## src/rtl/fetch_pkg.sv

```systemverilog
// Shared types and constants for the IF -> ID prefetch path.
// Each queue entry is a {pc, instr} pair that is never split.
package fetch_pkg;

  localparam int INSTR_W = 32;
  localparam int PC_W    = 32;

  typedef struct packed {
    logic [PC_W-1:0]    pc;
    logic [INSTR_W-1:0] instr;
  } fetch_entry_t;

  // ID substitutes this word whenever out_valid is low.
  localparam logic [INSTR_W-1:0] NOP_INSTR = 32'h0000_0000;

endpackage

```

## src/rtl/fetch_queue_if.sv

```systemverilog
// IF/ID hand-off bundle for the fetch queue.
// Both sides use valid/ready: a transfer happens on a rising edge where valid and ready are both high and flush is low.
interface fetch_queue_if #(
    parameter int AW = 2
);
    import fetch_pkg::*;

    logic               in_valid;
    logic               in_ready;
    logic [PC_W-1:0]    in_pc;
    logic [INSTR_W-1:0] in_instr;
    logic               flush;
    logic               out_valid;
    logic               out_ready;
    logic [PC_W-1:0]    out_pc;
    logic [INSTR_W-1:0] out_instr;
    logic [AW:0]        count;

    modport master (
        output in_valid, in_pc, in_instr, flush, out_ready,
        input  in_ready, out_valid, out_pc, out_instr, count
    );

    modport slave (
        input  in_valid, in_pc, in_instr, flush, out_ready,
        output in_ready, out_valid, out_pc, out_instr, count
    );

endinterface

```

## src/rtl/fetch_queue.sv

```systemverilog
// Prefetch FIFO between IF and ID: holds up to DEPTH {pc, instr} pairs, with a
// single-cycle flush for wrong-path discard. Outputs depend only on registered state.
module fetch_queue
    import fetch_pkg::*;
#(
    parameter int DEPTH = 4,
    parameter int AW    = 2
) (
    input  logic          CLK,
    input  logic          RST_N,
    fetch_queue_if.slave  fq
);

    localparam logic [AW:0] FULL_CNT = (AW+1)'(DEPTH);

    fetch_entry_t    storage [DEPTH];
    logic [AW-1:0]   wr_ptr;
    logic [AW-1:0]   rd_ptr;
    logic [AW:0]     count;
    logic            push;
    logic            pop;
    fetch_entry_t    head;

    // in_ready comes from count alone, so a pop cannot free a slot in the same cycle.
    assign fq.in_ready  = (count != FULL_CNT);
    assign fq.out_valid = (count != '0);
    assign push         = fq.in_valid  & fq.in_ready  & ~fq.flush;
    assign pop          = fq.out_valid & fq.out_ready & ~fq.flush;

    assign head         = storage[rd_ptr];
    assign fq.out_pc    = head.pc;
    assign fq.out_instr = head.instr;
    assign fq.count     = count;

    always_ff @(posedge CLK or negedge RST_N) begin
        if (!RST_N) begin
            wr_ptr <= '0;
            rd_ptr <= '0;
            count  <= '0;
        end else if (fq.flush) begin
            wr_ptr <= '0;
            rd_ptr <= '0;
            count  <= '0;
        end else begin
            if (push) wr_ptr <= wr_ptr + 1'b1;
            if (pop)  rd_ptr <= rd_ptr + 1'b1;
            if (push && !pop)      count <= count + 1'b1;
            else if (pop && !push) count <= count - 1'b1;
        end
    end

    // Storage survives a flush; only reset clears it.
    always_ff @(posedge CLK or negedge RST_N) begin
        if (!RST_N) begin
            for (int i = 0; i < DEPTH; i++) storage[i] <= '0;
        end else if (push) begin
            storage[wr_ptr] <= '{pc: fq.in_pc, instr: fq.in_instr};
        end
    end

endmodule

```

## src/flat_wrapper.sv

```systemverilog
// flat-port wrapper written by rule: the top's interface ports become plain ports
module fetch_queue_flat import fetch_pkg::*;
#(
    parameter int DEPTH = 4,
    parameter int AW    = 2
)
  (CLK, RST_N, fq_in_valid, fq_in_pc, fq_in_instr, fq_flush, fq_out_ready, fq_in_ready, fq_out_valid, fq_out_pc, fq_out_instr, fq_count);
  fetch_queue_if #(.AW(AW)) fq_i ();
  input  logic CLK;
  input  logic RST_N;
  input wire logic [$bits(fq_i.in_valid)-1:0] fq_in_valid;
  input wire logic [$bits(fq_i.in_pc)-1:0] fq_in_pc;
  input wire logic [$bits(fq_i.in_instr)-1:0] fq_in_instr;
  input wire logic [$bits(fq_i.flush)-1:0] fq_flush;
  input wire logic [$bits(fq_i.out_ready)-1:0] fq_out_ready;
  output wire logic [$bits(fq_i.in_ready)-1:0] fq_in_ready;
  output wire logic [$bits(fq_i.out_valid)-1:0] fq_out_valid;
  output wire logic [$bits(fq_i.out_pc)-1:0] fq_out_pc;
  output wire logic [$bits(fq_i.out_instr)-1:0] fq_out_instr;
  output wire logic [$bits(fq_i.count)-1:0] fq_count;
  assign fq_i.in_valid = fq_in_valid;
  assign fq_i.in_pc = fq_in_pc;
  assign fq_i.in_instr = fq_in_instr;
  assign fq_i.flush = fq_flush;
  assign fq_i.out_ready = fq_out_ready;
  assign fq_in_ready = fq_i.in_ready;
  assign fq_out_valid = fq_i.out_valid;
  assign fq_out_pc = fq_i.out_pc;
  assign fq_out_instr = fq_i.out_instr;
  assign fq_count = fq_i.count;
  fetch_queue #(.DEPTH(DEPTH), .AW(AW)) u_core (.CLK(CLK), .RST_N(RST_N), .fq(fq_i));
endmodule
```

## config.mk

```make
export PLATFORM = sky130hd
export DESIGN_NAME = fetch_queue_flat
export DESIGN_NICKNAME = d
export VERILOG_FILES = /design/src/rtl/fetch_pkg.sv /design/src/rtl/fetch_queue_if.sv /design/src/rtl/fetch_queue.sv /design/src/flat_wrapper.sv
export SDC_FILE = /design/constraint.sdc
export NUM_CORES = 1
export LEC_CHECK = 0
export ABC_AREA = 1
export CORE_ASPECT_RATIO = 1.2
export CORE_MARGIN = 1
export CORE_UTILIZATION = 56
export DETAILED_ROUTE_END_ITERATION = 6
export PLACE_DENSITY = 0.79
export SYNTH_ARGS = -nofsm -noshare
export SYNTH_HDL_FRONTEND = slang
export SYNTH_SLANG_ARGS = --single-unit
export TNS_END_PERCENT = 20
```

## constraint.sdc

```tcl
create_clock -name CLK -period 2.1 [get_ports CLK]
set_clock_uncertainty 0.1 [all_clocks]
set_input_delay 0.42 -clock CLK [delete_from_list [all_inputs] [get_ports CLK]]
set_output_delay 0.42 -clock CLK [all_outputs]
set_load 0.03 [all_outputs]
```

== Word level (Yosys, flattened, before mapping) ==
Index checks and enable logic that the tools add are counted.
Word-level totals
  register bits: 263
  latch bits: 0
  memory bits (writable): 0
  bits in read-only memories: 0
  input bits: 69
  output and inout port bits: 69
  logic and storage cells: 48
  memories: 0
Operators by class
  $add $sub $neg: 4
  multipliers: 0
  divide/modulo/power cells: 0
  $lt $le $gt $ge: 3
  equal/unequal tests: 1
  shifts and indexed selects: 0
  muxes and demuxes: 13
  bitwise operators: 7
  reduce and logical (&&, ||, !) cells: 9
Operator list (number)
  $bwmux 256: 1
  $mux 64: 3
  $bmux 64 s2: 1
  $demux 64 s2: 1
  $mux 3: 3
  $mux 2: 4
  $ge 3x3->1 const B: 2
  $not 2->3: 2
  $reduce_bool 3->1: 2
  $add 2x1->2 const B: 2
  $and 1x1->1: 4
  $reduce_bool 2->1: 2
  $add 3x1->3 const B: 1
  $logic_and 1x1->1: 3
  $lt 3x1->1 const B: 1
  $ne 3x3->1 const B: 1
  $sub 3x1->3 const B: 1
  $logic_not 1->1: 2
  $not 1->1: 1

== Logic depth before layout (Yosys ltp) ==
  depth after elaboration: 8
  mapped depth: 11
  gate-level depth less buffers: 11

== Least setup slack after synthesis ==
No wires, ideal clock.
  path type: register -> register
  start: reg u_core.count[2], in the netlist u_core.fq.count[2]
  end: reg u_core.count[2], in the netlist u_core.fq.count[2]
  setup time: 67 ps
  arrival: 2143 ps
  data required time: 1933 ps
  setup slack: -210 ps
  cell stages (with the launch flop): 12
  buffers on the path: 0
  clock period less this slack: 2310 ps
  cell sequence: dfrtp_1 > inv_1 > nand2_1 > nand2_1 > nand3_1 > inv_1 > fa_1 > xor2_1 > nand3b_1 > nand2_1 > nand2_1 > nand2_1
Between the ends
  longest elaborated chain between the ends: 7
  elaborated cells on any way between the ends: 16
  those cells by class: 2 x add/sub; 1 x eq/ne; 3 x mux; 4 x bitwise; 6 x reduce/logical
RTL lines
  from (decl): line fetch_queue.sv:19  | logic [AW:0] count;
  from (signal assigned): line fetch_queue.sv:47  | if (push && !pop) count <= count + 1'b1;
  from (signal assigned): line fetch_queue.sv:48  | else if (pop && !push) count <= count - 1'b1;
  $reduce_bool 3->1 *: line fetch_queue.sv:26  | assign fq.out_valid = (count != '0);
  named net fq_out_valid: line flat_wrapper.sv:17  | output wire logic [$bits(fq_i.out_valid)-1:0] fq_out_valid;
  $and 1x1->1 * (2 in a row): line fetch_queue.sv:28  | assign pop = fq.out_valid & fq.out_ready & ~fq.flush;
  $logic_not 1->1: line fetch_queue.sv:47
  $logic_and 1x1->1: line fetch_queue.sv:47
  $mux 3: line fetch_queue.sv:47
  $mux 3: line fetch_queue.sv:40  | end else if (fq.flush) begin
The timed path passes the listed nets; every way through them passes the cells marked *. The select of a mux whose other input is x is not followed.
A chain may end at the register's enable or synchronous reset.

== Worst setup path in the final report ==
  start: reg u_core.rd_ptr[0]
  end: out fq_out_instr[23]
Between the ends
  longest elaborated chain between the ends: 4
RTL lines
  from (decl): line fetch_queue.sv:18  | logic [AW-1:0] rd_ptr;
  from (signal assigned): line fetch_queue.sv:46  | if (pop) rd_ptr <= rd_ptr + 1'b1;
  $not 2->3 (implied by the code): line fetch_queue.sv:30  | assign head = storage[rd_ptr];
  $bmux 64 s2: line fetch_queue.sv:30
  $mux 64 (implied by the code) (2 in a row): line fetch_queue.sv:30
  to (decl): line flat_wrapper.sv:19  | output wire logic [$bits(fq_i.out_instr)-1:0] fq_out_instr;
No other way between the ends. The select of a mux whose other input is x is not followed.

==> results by group <==
STA
  • Worst-margin pin slew: 0.480 ns
  • Fmax achieved: ~0.42 GHz
  • Final Max Tran Viols: 0
  • Worst setup slack after layout: -0.307 ns
  • Fin. Hold Viols: 0
  • # setup viols final: 64
  • Crit share post-route: 115%
  • Minimum clock period: 2.41 ns
  • RSZ-0062 raised after global routing: true
  • Setup TNS: -15.12 ns
  • Worst slew margin: 68.0%

Yosys
  • Yosys top cell area share: 57.2%
  • Synth Warn #: 0
  • Post-synthesis sequential element count: 263
  • Synthesized area per cell: 8.77 µm²
  • Register area share after synthesis: a little under three fifths
  • Mapped Area: around 12000 µm²
  • Synth area leader: dfrtp_1
  • Ys flop type: dfrtp_1
  • FFs w/ async S/R, synth: 100%
  • Mapped Nets: between 1000 and 1500
  • Mapped Cells: between 1000 and 1500
  • Commonest cells in the netlist: 273 x nand2_1, 263 x dfrtp_1, 246 x o21ai_1
  • Most frequent cell after synthesis: nand2_1
  • Synth cell types: 22
  • Top post-synthesis cells by area: dfrtp_1 57%, o21ai_1 11%, nand2_1 8.9%
  • Number of enable flip-flop cells after synthesis: 0

Pwr
  • Combinational power share: 42.1%
  • Pleak: slightly below 7 nW
  • Internal power: 13.8 mW
  • Clock share of power: 20.0%
  • Switching pwr: ~9 mW
  • Power per Cell Area: between 1500 and 2000 nW/µm²
  • VDD IR max: 0.00101 V
  • Flop pwr share: 38.0%
  • Sw Ratio: between 30% and 40%

Critical path
  • CP delay by family, top: flip-flops
  • Slowest-stage cell, CP: dfrtp_4
  • CP max FO: 30
  • WS Path Type: reg2out
  • Critical path startpoint category: register
  • Critical Path RT: 1.58 ns
  • Arrival time worst endpoint: around 1.9 ns
  • CP cell instances: clkinv_8 > buf_12 > nor2_1 > o22ai_1 > buf_4
  • CP endpoint kind: output pin
  • Crit path buffers/inverters: 3
  • Crit-path max cell delay: 0.56 ns

Placed design
  • Port Buffers: 137
  • Dpl hpwl: between 15000 and 20000 µm
  • Post-Place Cell Area: approximately 13000 µm²
  • Pre-CTS setup slack: -0.0505 ns
  • RD Place Congestion: around 0.80

Layout
  • Fin area: between 10000 and 15000 µm²
  • Syn-to-layout area delta: 23.2%
  • ANT cells: 0
  • Area taken by multi-input logic gates: approximately 4200 µm²
  • Fillers: about 1600
  • Final core occ: a little over two thirds
  • FF+latch area: 6590 µm²
  • Layout cells sized above 1: roughly 13%
  • Final nets: around 1500

Route
  • Total vias in the final route: ~9600
  • Antenna Violating Nets Remaining: 0
  • Uppermost layer routed: met4
  • Routed wl met3: between 1500 and 2000 µm
  • Met2 routed WL: about 14000 µm
  • Final wirelength: about 28000 µm
  • Met1 wire length: 11800 µm
  • Drt first pass iters: 7
  • Via-to-Cell Ratio: 5.60
  • Drt initial violations: 851
  • # DRC: 2
  • Routed len/inst: about 16 µm

Die
  • Width of the die: ~130 µm
  • Cell row count: 57
  • Chip Height: roughly 160 µm
  • Initial Utilization: 57.1%
  • Placeable Area: 20200 µm²
  • IO Pins: around 140
  • Die ar.: 21100 µm²

CTS
  • Maximum root-to-sink buffer count: 3
  • Clock Pin Slew Worst Setup and Hold Paths: 0.06 ns
  • Root Driver: clkbuf_16
  • Clock sink count: around 260
  • CTS tree: yes
  • Number of clock buffers inserted by TritonCTS: 27
  • Worst-Skew Late Latency: slightly above 0.5 ns
  • H-Tree Depth: 1

Global route
  • Number of global-route vias before repair: 9489
  • First-pass GRT wire length: approximately 47000 µm
  • GR Util All Layers: between 20 and 30%
  • Largest net degree at the start of global routing: 91
  • Initial antenna violation count: 0
  • Grt ovf: 0

Worst hold path
  • Worst Hold Class: in2async

Job
  • Max Cap Viol: 0

Run status
  • Failing checks: DRC, setup timing
  • Outcome: finished with violations
## power groups by stage
stage / Combinational (mW) / Clock, mW / Sequential (mW)
CTS: 9.51 / 4.61 / 8.62
global placement: 8.97 / 0 / 8.54
detailed placement: 9.18 / 0 / 8.65
global route: 10.5 / 4.87 / 8.93
finish: 9.62 / 4.57 / 8.69
floorplan: 6.17 / 0 / 8.37
## sequential cells by signal (all words and copies together) (netlist names)
| signal | flops |
|---|---|
| u_core.fq.count | 3 |
| u_core.wr_ptr | 2 |
| u_core.rd_ptr | 2 |
| u_core.storage | 256 |
## placed cells by master, fill, tap and decap left out, types with 2 or more instances in the layout
cell type | synthesis | routed
clkbuf_8 | 0 | 7
a21oi_1 | 4 | 4
ha_1 | 4 | 4
o21ai_0 | 133 | 93
nor2_2 | 1 | 2
clkbuf_16 | 0 | 28
dlygate4sd2_1 | 0 | 4
inv_1 | 75 | 73
buf_12 | 0 | 23
clkbuf_1 | 31 | 6
nand2_4 | 1 | 5
nor2_1 | 129 | 127
dfrtp_1 | 263 | 258
o22ai_2 | 0 | 12
o22ai_1 | 64 | 52
nand3_1 | 3 | 3
clkinv_2 | 0 | 8
o21ai_2 | 10 | 12
dfrtp_2 | 0 | 4
nand2_1 | 273 | 272
buf_8 | 0 | 2
nand2_2 | 5 | 2
buf_6 | 9 | 12
clkdlybuf4s50_1 | 0 | 67
buf_4 | 24 | 68
o21ai_1 | 246 | 284
## worst reg2reg max path, delay by kind of cell (launching register included)
family | cells | cell delay, ns
simple gates | 6 | 0.51
buf+inv | 1 | 0.06
flops | 1 | 0.43
fa+ha+maj | 1 | 0.38
xor+xnor | 1 | 0.16
compound gates | 1 | 0.08
## cells by family after synthesis
family / Yosys count / synth area share, %
AOI/OAI and AO/OA: 457 / 20.9
xor gates and xnor gates: 1 / 0.0761
adders and majority gates: 5 / 0.609
buffers and inverters: 173 / 7.38
DFF: 263 / 57.2
and+or+nand+nor: 414 / 13.9
## routing by layer
layer / up-vias / track usage [%]
met5: - / 0
met4: 0 / 8.36
met3: 40 / 3.76
met2: 299 / 45.2
met1: 4668 / 37.1
li1: 4577 / -
## final timing paths
kind                            slack [ns]                       startpoint  depth (start not counted)                              end
worst max-delay path                 -0.31     u_core.rd_ptr[0]$_DFFE_PN0P_                          5                 fq_out_instr[23]
worst min-delay path                  0.20                            RST_N                          2   u_core.storage[76]$_DFFE_PN0P_
worst max register to register        0.26   u_core.fq.count[1]$_DFFE_PN0P_                         10   u_core.fq.count[2]$_DFFE_PN0P_
worst min register to register        0.38  u_core.storage[135]$_DFFE_PN0P_                          2  u_core.storage[135]$_DFFE_PN0P_
max in group asynchronous             0.96                            RST_N                          3   u_core.storage[44]$_DFFE_PN0P_
min in group CLK                      0.38  u_core.storage[135]$_DFFE_PN0P_                          2  u_core.storage[135]$_DFFE_PN0P_
## layout make-up
cell class / instances / share of cell area [%]
Clock buffer: 40 / 5.60
Clock inverter: 10 / 0.397
Inverter: 75 / 2.07
Multi-Input combinational cell: 877 / 29.6
Sequential cell: 263 / 46.5
Tap cell: 265 / 2.34
Timing Repair Buffer: 180 / 13.5
## what timing repair did
action	in CTS	in global routing
endpoints found under the setup margin	69	66
resized for setup	42	44
setup buffers	1	0
hold buffers	1	0
cloned	1	1
pin swaps	21	15
hold endpoints to repair	190	0
## through the flow
stage / std cells / power, mW / hold slack [ns]
floorplan: 1313 / 14.5 / 0.0244
global placement: 1657 / 17.5 / 0.161
detailed placement: 1657 / 17.8 / 0.162
CTS: 1710 / 22.7 / 0.195
global route: 1710 / 24.3 / 0.208
finish: 1710 / 22.9 / 0.197
(Power assumes the default switching activity.)
